===== src/rtl/wb_arbiter_pkg.sv =====
// rtl/wb_arbiter_pkg.sv - register-file writeback widths, special indices and occupancy encoding
package wb_arbiter_pkg;

    localparam int DATA_W = 16;
    localparam int SEL_W  = 6;

    localparam logic [SEL_W-1:0] W_REG_IDX    = 6'd34;
    localparam logic [SEL_W-1:0] NULL_REG_IDX = 6'd35;

    typedef enum logic [1:0] {
        OCC_EMPTY = 2'd0,
        OCC_PART  = 2'd1,
        OCC_FULL  = 2'd2
    } occ_t;

endpackage


===== src/rtl/wb_queue.sv =====
// rtl/wb_queue.sv - shifting writeback queue with per-entry kill by destination index
module wb_queue
    import wb_arbiter_pkg::*;
#(
    parameter int               DEPTH = 2,
    parameter logic [SEL_W-1:0] W_REG = W_REG_IDX,
    localparam int              CNT_W = $clog2(DEPTH + 1),
    localparam int              IDX_W = (DEPTH > 1) ? $clog2(DEPTH) : 1
) (
    input  logic              clk,
    input  logic              reset,
    input  logic              push,
    input  logic              push_kill,
    input  logic [SEL_W-1:0]  push_sel,
    input  logic [DATA_W-1:0] push_data,
    input  logic              pop,
    input  logic              kill,
    output logic [SEL_W-1:0]  head_sel,
    output logic [DATA_W-1:0] head_data,
    output logic              head_kill,
    output logic [CNT_W-1:0]  count,
    output logic              empty,
    output logic              full
);

    localparam logic [CNT_W-1:0] FULL_CNT = CNT_W'(DEPTH);

    logic [DEPTH-1:0]  vld_q, vld_d, kil_q, kil_d;
    logic [SEL_W-1:0]  sel_q [DEPTH];
    logic [SEL_W-1:0]  sel_d [DEPTH];
    logic [DATA_W-1:0] dat_q [DEPTH];
    logic [DATA_W-1:0] dat_d [DEPTH];
    logic [CNT_W-1:0]  cnt_q, cnt_d;
    logic [IDX_W-1:0]  wr_idx;
    occ_t              occ_q, occ_d;

    // Kill is applied before the shift so a same-cycle pop still carries the mark.
    always_comb begin
        vld_d  = vld_q;
        kil_d  = kil_q;
        sel_d  = sel_q;
        dat_d  = dat_q;
        cnt_d  = cnt_q;
        wr_idx = IDX_W'(cnt_q);
        if (kill) begin
            for (int i = 0; i < DEPTH; i++) begin
                if (vld_q[i] && sel_q[i] == W_REG) kil_d[i] = 1'b1;
            end
        end
        if (pop) begin
            for (int i = 0; i < DEPTH - 1; i++) begin
                vld_d[i] = vld_d[i+1];
                kil_d[i] = kil_d[i+1];
                sel_d[i] = sel_d[i+1];
                dat_d[i] = dat_d[i+1];
            end
            vld_d[DEPTH-1] = 1'b0;
            kil_d[DEPTH-1] = 1'b0;
            wr_idx = IDX_W'(cnt_q - CNT_W'(1));
        end
        if (push) begin
            vld_d[wr_idx] = 1'b1;
            kil_d[wr_idx] = push_kill;
            sel_d[wr_idx] = push_sel;
            dat_d[wr_idx] = push_data;
        end
        case ({push, pop})
            2'b10:   cnt_d = cnt_q + CNT_W'(1);
            2'b01:   cnt_d = cnt_q - CNT_W'(1);
            default: cnt_d = cnt_q;
        endcase
        if (cnt_d == '0)            occ_d = OCC_EMPTY;
        else if (cnt_d == FULL_CNT) occ_d = OCC_FULL;
        else                        occ_d = OCC_PART;
    end

    always_ff @(posedge clk or posedge reset) begin
        if (reset) begin
            vld_q <= '0;
            kil_q <= '0;
            cnt_q <= '0;
            occ_q <= OCC_EMPTY;
            for (int i = 0; i < DEPTH; i++) begin
                sel_q[i] <= '0;
                dat_q[i] <= '0;
            end
        end else begin
            vld_q <= vld_d;
            kil_q <= kil_d;
            cnt_q <= cnt_d;
            occ_q <= occ_d;
            sel_q <= sel_d;
            dat_q <= dat_d;
        end
    end

    assign head_sel  = sel_q[0];
    assign head_data = dat_q[0];
    assign head_kill = kil_q[0];
    assign count     = cnt_q;
    assign empty     = (occ_q == OCC_EMPTY);
    assign full      = (occ_q == OCC_FULL);

endmodule


===== src/rtl/wb_arbiter.sv =====
// rtl/wb_arbiter.sv - register-file write port arbitration between load returns and queued ALU results
module wb_arbiter
    import wb_arbiter_pkg::*;
#(
    parameter int               DEPTH    = 2,
    parameter logic [SEL_W-1:0] W_REG    = W_REG_IDX,
    parameter logic [SEL_W-1:0] NULL_REG = NULL_REG_IDX
) (
    input  logic              clk,
    input  logic              reset,
    input  logic              alu_valid,
    input  logic [SEL_W-1:0]  alu_sel,
    input  logic [DATA_W-1:0] alu_data,
    output logic              alu_stall,
    input  logic              mem_valid,
    input  logic [DATA_W-1:0] mem_data,
    output logic              rf_we,
    output logic [SEL_W-1:0]  rf_sel,
    output logic [DATA_W-1:0] rf_data,
    output logic [1:0]        pending
);

    localparam int CNT_W = $clog2(DEPTH + 1);

    logic              q_push, q_push_kill, q_pop, q_kill;
    logic [SEL_W-1:0]  q_head_sel;
    logic [DATA_W-1:0] q_head_data;
    logic              q_head_kill, q_empty, q_full;
    logic [CNT_W-1:0]  q_count;
    logic              accept, alu_live, we_d;
    logic [SEL_W-1:0]  sel_d;
    logic [DATA_W-1:0] data_d;

    wb_queue #(.DEPTH(DEPTH), .W_REG(W_REG)) u_queue (
        .clk       (clk),
        .reset     (reset),
        .push      (q_push),
        .push_kill (q_push_kill),
        .push_sel  (alu_sel),
        .push_data (alu_data),
        .pop       (q_pop),
        .kill      (q_kill),
        .head_sel  (q_head_sel),
        .head_data (q_head_data),
        .head_kill (q_head_kill),
        .count     (q_count),
        .empty     (q_empty),
        .full      (q_full)
    );

    assign alu_stall = q_full;
    assign pending   = 2'(q_count);
    assign accept    = alu_valid & ~alu_stall;
    assign alu_live  = accept & (alu_sel != NULL_REG);

    // Load returns own the port; otherwise the queue head goes before any new request.
    always_comb begin
        q_push      = 1'b0;
        q_push_kill = 1'b0;
        q_pop       = 1'b0;
        q_kill      = 1'b0;
        we_d        = 1'b0;
        sel_d       = alu_sel;
        data_d      = alu_data;
        if (mem_valid) begin
            we_d        = 1'b1;
            sel_d       = W_REG;
            data_d      = mem_data;
            q_kill      = 1'b1;
            q_push      = alu_live;
            q_push_kill = (alu_sel == W_REG);
        end else if (!q_empty) begin
            q_pop  = 1'b1;
            q_push = alu_live;
            we_d   = ~q_head_kill;
            sel_d  = q_head_sel;
            data_d = q_head_data;
        end else if (alu_live) begin
            we_d = 1'b1;
        end
    end

    always_ff @(posedge clk or posedge reset) begin
        if (reset) begin
            rf_we   <= 1'b0;
            rf_sel  <= NULL_REG;
            rf_data <= '0;
        end else begin
            rf_we <= we_d;
            if (we_d) begin
                rf_sel  <= sel_d;
                rf_data <= data_d;
            end
        end
    end

endmodule

===== config.mk =====
export PLATFORM = sky130hd
export DESIGN_NAME = wb_arbiter
export DESIGN_NICKNAME = d
export VERILOG_FILES = /design/src/rtl/wb_arbiter_pkg.sv /design/src/rtl/wb_queue.sv /design/src/rtl/wb_arbiter.sv
export SDC_FILE = /design/constraint.sdc
export NUM_CORES = 1
export LEC_CHECK = 0
export BUFFER_PORTS_ARGS = -buffer_cell sky130_fd_sc_hd__buf_2
export CAP_MARGIN = 10
export CORE_UTILIZATION = 50
export DETAILED_ROUTE_END_ITERATION = 10
export HOLD_SLACK_MARGIN = 0.12
export PLACE_DENSITY = 0.73
export REMOVE_ABC_BUFFERS = 1
export SYNTH_ARGS = -nofsm -noshare
export SYNTH_HDL_FRONTEND = slang
export SYNTH_SLANG_ARGS = --single-unit

===== constraint.sdc =====
create_clock -name clk -period 4 [get_ports clk]
set_clock_uncertainty 0.05 [all_clocks]
set_input_delay 0.2 -clock clk [delete_from_list [all_inputs] [get_ports clk]]
set_output_delay 0.2 -clock clk [all_outputs]
set_load 0.05 [all_outputs]

* Yosys cells after proc, flatten, opt, wreduce, memory -nomap -nowiden
Index checks and enable logic that the tools add are counted.
** Word-level totals
- Flip-flop bits (word level) :: 75
- Output and inout bits :: 26
- Bits of input ports :: 42
** Operators by class
- Equal/unequal tests :: 8
- Muxes and demuxes :: 37
- Add/sub/neg operators :: 2
- Bitwise logic cells :: 6
- Order comparisons :: 4
- Reduce and logical (&&, ||, !) cells :: 6
** Operators with widths (number)
- 2-to-1 mux 16 bit :: 4
- bitwise mux 32 bit :: 1
- 2-to-1 mux 32 bit :: 1
- 2-to-1 mux 6 bit :: 4
- equality test 6 bit (second input constant) :: 3
- demux 16 bit (select 1 bit) :: 1
- 2-to-1 mux 2 bit :: 7
- 2-to-1 mux 1 bit :: 13
- bitwise mux 12 bit :: 1
- 2-to-1 mux 12 bit :: 1
- demux 6 bit (select 1 bit) :: 1
- equality test 2 bit (second input constant) :: 3
- inequality test 6 bit (second input constant) :: 1
- logical AND 1 bit :: 4
- zero test 2 bit :: 2
- one-hot mux 2 bit (2 select lines) :: 1
- adder 2 x 1 -> 2 bit (second input constant) :: 1
- bitwise AND 1 bit :: 2
- bitwise mux 2 bit :: 1
- equality test 2 x 1 -> 1 bit (second input constant) :: 1
- >= comparator 2 bit (second input constant) :: 1
- less-than comparator 1 x 2 -> 1 bit (second input constant) :: 1
- less-than comparator 2 x 1 -> 1 bit (second input constant) :: 1
- NOT 1 bit :: 2
- 5 further kinds :: 5

* Depth between registers and ports, before layout
- Depth after elaboration :: 11
- Depth in mapped cells :: 7
- Mapped depth without buffers :: 4

* Hierarchy
A second synthesis with hierarchy kept.
** Unflattened totals
- Cell total of the unflattened synthesis :: 343
- Area total of the unflattened synthesis :: 4003.8 um2
** Modules (own cells, without submodules)
- wb_queue :: times used 1, cells each 212, area an instance 2580.0 um2
- wb_arbiter :: times used 1, cells each 131, area an instance 1423.9 um2

* Least setup slack after synthesis
OpenSTA, ideal clock, no wires.
- Kind :: input port to flip-flop
- From :: input alu_sel[2]
- To :: register rf_data[0]
- Data required time :: 3.825 ns
- Stages :: 6
- Data arrival time :: 1.853 ns
- Path buffers :: 2
- Slack :: 1.971 ns
- Library setup time :: 0.125 ns
- Cell sequence :: or4b_1 buf_2 o21a_4 a211o_4 buf_6 mux2_4
** Between the ends
- Word-level cells in the longest chain between the ends :: 5
** RTL lines
- start, declared :: line wb_arbiter.sv:12 : input logic [SEL_W-1:0] alu_sel,
- inequality test 6 bit :: line wb_arbiter.sv:54 : assign alu_live = accept & (alu_sel != NULL_REG);
- bitwise AND 1 bit :: line wb_arbiter.sv:54
- 2-to-1 mux 1 bit :: line wb_arbiter.sv:78 : end else if (alu_live) begin
- 2-to-1 mux 1 bit :: line wb_arbiter.sv:72 : end else if (!q_empty) begin
- 2-to-1 mux 1 bit :: line wb_arbiter.sv:65 : if (mem_valid) begin
- end signal, assigned :: line wb_arbiter.sv:92 : rf_data <= data_d;
- end, declared :: line wb_arbiter.sv:19 : output logic [DATA_W-1:0] rf_data,
Every way passes these cells.
A chain may end at the register's enable or synchronous reset.

==> tab_implementation.tex <==
\begin{tabular}{lr}
\hline
Metric & Value \\
\hline
\multicolumn{2}{l}{\textbf{Timing}} \\
Hold Worst Slack & around 150 ps \\
Final period util & 67.0\% \\
Number of pins with negative max-slew slack in the final report & 0 \\
Number of hold violations in the final report & 0 \\
Setup TNS & 0 ps \\
Slew Limit Headroom & 33.7\% \\
Final setup fails & 0 \\
Setup repair after global routing missed its margin & false \\
Fmax achieved & 0.373 GHz \\
Worst Tran Pin Value & 992 ps \\
Final period demand of the worst path & 2680 ps \\
\multicolumn{2}{l}{\textbf{Setup path}} \\
Series of cell instances along the critical path & dlygate4sd3\_1 -> buf\_2 -> or4b\_1 -> o2111ai\_2 -> buf\_4 -> mux2\_2 \\
Data arrival time at the worst-slack endpoint & approximately 2900 ps \\
Worst-path fanout max & 19 \\
Launch instance of the worst register-to-register path & u\_queue.count[0]\$\_DFF\_PP0\_ \\
Count of cells along the worst register-to-register path & 4 \\
Required time reported for the critical path endpoint & 4170 ps \\
Cell at the slowest stage of the critical path & sky130\_fd\_sc\_hd\_\_or4b\_1 \\
Max stage delay on crit path & a little under 700 ps \\
Critical setup path kind & input port to flop \\
Type of origin of the critical path & input port \\
Critical Path Sink Type & flop \\
Setup slack on the worst flop-to-flop path & approximately 1400 ps \\
First element of the critical path & alu\_sel[2] \\
Destination of the worst register-to-register timing path & rf\_data[1]\$\_DFFE\_PP0P\_ \\
\multicolumn{2}{l}{\textbf{Logic synthesis}} \\
Area of the mapped netlist & 3630 µm² \\
Yosys top cell area share & 48.9\% \\
FFs w/ async S/R, synth & 100\% \\
Post-synthesis register bit count & 74 \\
Top\_reg\_cell synth & sky130\_fd\_sc\_hd\_\_dfrtp\_1 \\
Synthesized area per cell & 11.6 µm² \\
Most frequent cell after synthesis & sky130\_fd\_sc\_hd\_\_dfrtp\_1 \\
Top cells by instance count after synthesis & 71 x sky130\_fd\_sc\_hd\_\_dfrtp\_1, 39 x sky130\_fd\_sc\_hd\_\_mux2i\_1, 28 x sky130\_fd\_sc\_hd\_\_a21oi\_1 \\
Total of warnings raised by yosys & 0 \\
Portion of the post-synthesis area used by sequential elements & 51.1\% \\
Count of distinct cell types in the synthesized netlist & 37 \\
Count of flip-flops with a built-in enable after synthesis & 0 \\
Biggest area contributors in the synthesized netlist & sky130\_fd\_sc\_hd\_\_dfrtp\_1 49\%, sky130\_fd\_sc\_hd\_\_mux2i\_1 11\%, sky130\_fd\_sc\_hd\_\_mux2\_4 7.9\% \\
Leading area contributor after synthesis & sky130\_fd\_sc\_hd\_\_dfrtp\_1 \\
Synthesized netlist cell count & 312 \\
\multicolumn{2}{l}{\textbf{Floorplanning}} \\
Core ar. & 6910 µm² \\
Initial standard-cell utilization of the core & 52.6\% \\
DIE AREA & roughly 7600 µm² \\
Number of I/O pins & 68 \\
Horizontal die dimension & 87.2 µm \\
Floorplan row count & 30 \\
Y dimension of the die & 87.2 µm \\
\multicolumn{2}{l}{\textbf{Clocking}} \\
Number of CTS-inserted buffers & 9 \\
H-tree depth & 3 \\
Number of buffers between clock root and the deepest sink & 2 \\
Post-CTS repair timing setup buffer count & 0 \\
Clock slew at the register clock pins of the worst setup and hold paths & 70 ps \\
Sinks on the clock net & 74 \\
Clk Latency, worst-skew pair & 340 ps \\
Root buffer cell & sky130\_fd\_sc\_hd\_\_clkbuf\_8 \\
Clock tree from TritonCTS & yes \\
\multicolumn{2}{l}{\textbf{Placed design}} \\
Number of buffers added on ports & 67 \\
Placer congestion estimate & about 0.75 \\
HPWL Detailed & about 4.7 mm \\
Area of placed instances & between 4000 and 5000 µm² \\
\multicolumn{2}{l}{\textbf{Final layout}} \\
Fraction of layout cells with a size suffix above 1 & between 30\% and 40\% \\
Area delta synth->final & 22.5\% \\
Number of nets in the finished design & 435 \\
Cell area after layout & between 4000 and 5000 µm² \\
Number of antenna cells inserted & 0 \\
\multicolumn{2}{l}{\textbf{GRT}} \\
Overflow left after global routing & 0 \\
Global-route wire length before repair & 12.4 mm \\
Total global routing track utilization & 21.5\% \\
Largest net degree at the start of global routing & approximately 50 \\
Vias in the first global route & between 2k and 3k \\
Initial antenna violation count & 0 \\
\multicolumn{2}{l}{\textbf{Power and ir drop}} \\
Part of the power in combinational logic & about 47\% \\
Cell Int Power & 2.13 mW \\
Total leakage power & 2.16 nW \\
Net Switching & around 1.5 mW \\
Net switching share of the total power & between 40\% and 50\% \\
Areal power density over the cells & 817 nW/µm² \\
Worst vdd ir & 0.000356 V \\
Power share of the clock group & 15.4\% \\
Flop pwr share & a little under two fifths \\
\multicolumn{2}{l}{\textbf{Drt}} \\
Detailed-route DRC error count & 0 \\
Detailed-route wire length & 7.53 mm \\
Count of vias placed by the detailed router & 2653 \\
Via density per instance & roughly 5.4 \\
Average wire length per cell after detail routing & 15.3 µm \\
Detailed Routing Iterations Pass 1 & 4 \\
Post-detailed-route count of antenna-violating nets & 0 \\
DRC marker count from the first detailed-route iteration & 131 \\
\multicolumn{2}{l}{\textbf{Min path}} \\
Class of the tightest hold or removal check & input port to flop \\
Cell count of the worst hold path & 4 \\
\multicolumn{2}{l}{\textbf{Outcome}} \\
Run status & finished, final reports clean \\
\multicolumn{2}{l}{\textbf{Run}} \\
Reported max-cap violation count & 0 \\
\hline
\end{tabular}
-- kinds of logic (layout without fill, tap and decap cells) --
| family | after synthesis | count (layout) | synth area share [%] |
|---|---|---|---|
| mux | 83 | 83 | 26.3 |
| flops | 74 | 74 | 51.1 |
| simple gates | 67 | 67 | 8.64 |
| compound gates | 63 | 63 | 10.5 |
| buf+inv | 24 | 109 | 3.24 |
| xor+xnor | 1 | 1 | 0.241 |
-- per-stage QoR --
step / std cells / power, mW / setup WS [ps] / util [%]
6_report: 493 / 3.63 / 1320 / 64.4
5_1_grt: 493 / 3.86 / 1220 / 64.4
4_1_cts: 493 / 3.66 / 1330 / 64.4
3_5_place_dp: 455 / 3.07 / 1430 / 58.4
3_3_place_gp: 455 / 3.02 / 1490 / 58.4
2_1_floorplan: 289 / 2.68 / 742 / -
-- layer usage --
layer  track usage, %  routed length, µm  vias up
met2             34.9               3620       55
li1                 -                  -     1273
met4             5.37                 19        0
met3             5.78                273        2
met1             28.6               3610     1323
met5                0                  0        -
-- power groups by stage --
stage	Sequential [mW]	Clock, mW	Combinational [mW]
after detailed placement	1.39	0	1.68
after CTS	1.38	0.575	1.70
after floorplan	1.77	0	0.916
final	1.39	0.559	1.69
after global routing	1.44	0.607	1.82
after global placement	1.37	0	1.64
-- timing repair --
action,in CTS,in global routing
hold buffers,23,0
gates resized for setup,0,0
endpoints found under the hold margin,79,0
-- worst min path at each step --
| stage | startpoint | end |
|---|---|---|
| after floorplan | alu_sel[0] | flop |
| after global placement | reset | rf_sel[4]$_DFFE_PP0P_ |
| after detailed placement | reset | rf_sel[3]$_DFFE_PP0P_ |
| after CTS | mem_data[7] | rf_data[7]$_DFFE_PP0P_ |
| after global routing | mem_data[12] | rf_data[12]$_DFFE_PP0P_ |
| final | mem_data[2] | rf_data[2]$_DFFE_PP0P_ |
-- critical path, delay by kind of cell --
family	cells	cell delay [ps]
buffers and inverters	3	1060
and+or+nand+nor	1	680
AOI/OAI and AO/OA	1	520
muxes	1	380
-- cells in the final DEF (no fill, tap or decap), types with 2 or more instances in the layout --
cell,count
sky130_fd_sc_hd__a211o_1,2
sky130_fd_sc_hd__clkbuf_8,10
sky130_fd_sc_hd__o211ai_1,2
sky130_fd_sc_hd__o21ai_0,23
sky130_fd_sc_hd__mux2_2,25
sky130_fd_sc_hd__dfstp_2,3
sky130_fd_sc_hd__clkinv_2,2
sky130_fd_sc_hd__dfrtp_1,71
sky130_fd_sc_hd__dlygate4sd3_1,23
sky130_fd_sc_hd__buf_2,67
sky130_fd_sc_hd__nor2_1,26
sky130_fd_sc_hd__a21oi_1,28
sky130_fd_sc_hd__nor2b_1,4
sky130_fd_sc_hd__buf_4,3
sky130_fd_sc_hd__nand2_1,24
sky130_fd_sc_hd__mux2i_1,39
sky130_fd_sc_hd__nand2b_1,3
sky130_fd_sc_hd__clkbuf_1,2
sky130_fd_sc_hd__mux2_4,19
-- area by class of cell --
class | instances | area (µm²)
clock buffers | 12 | 145
clock inverters | 3 | 40.0
fillers | 583 | 2460
inverters | 1 | 3.75
multi-input cells | 214 | 1700
flip-flops and latches | 74 | 1860
well taps | 96 | 120
repair buffers | 93 | 588
(Power assumes the default switching activity.)
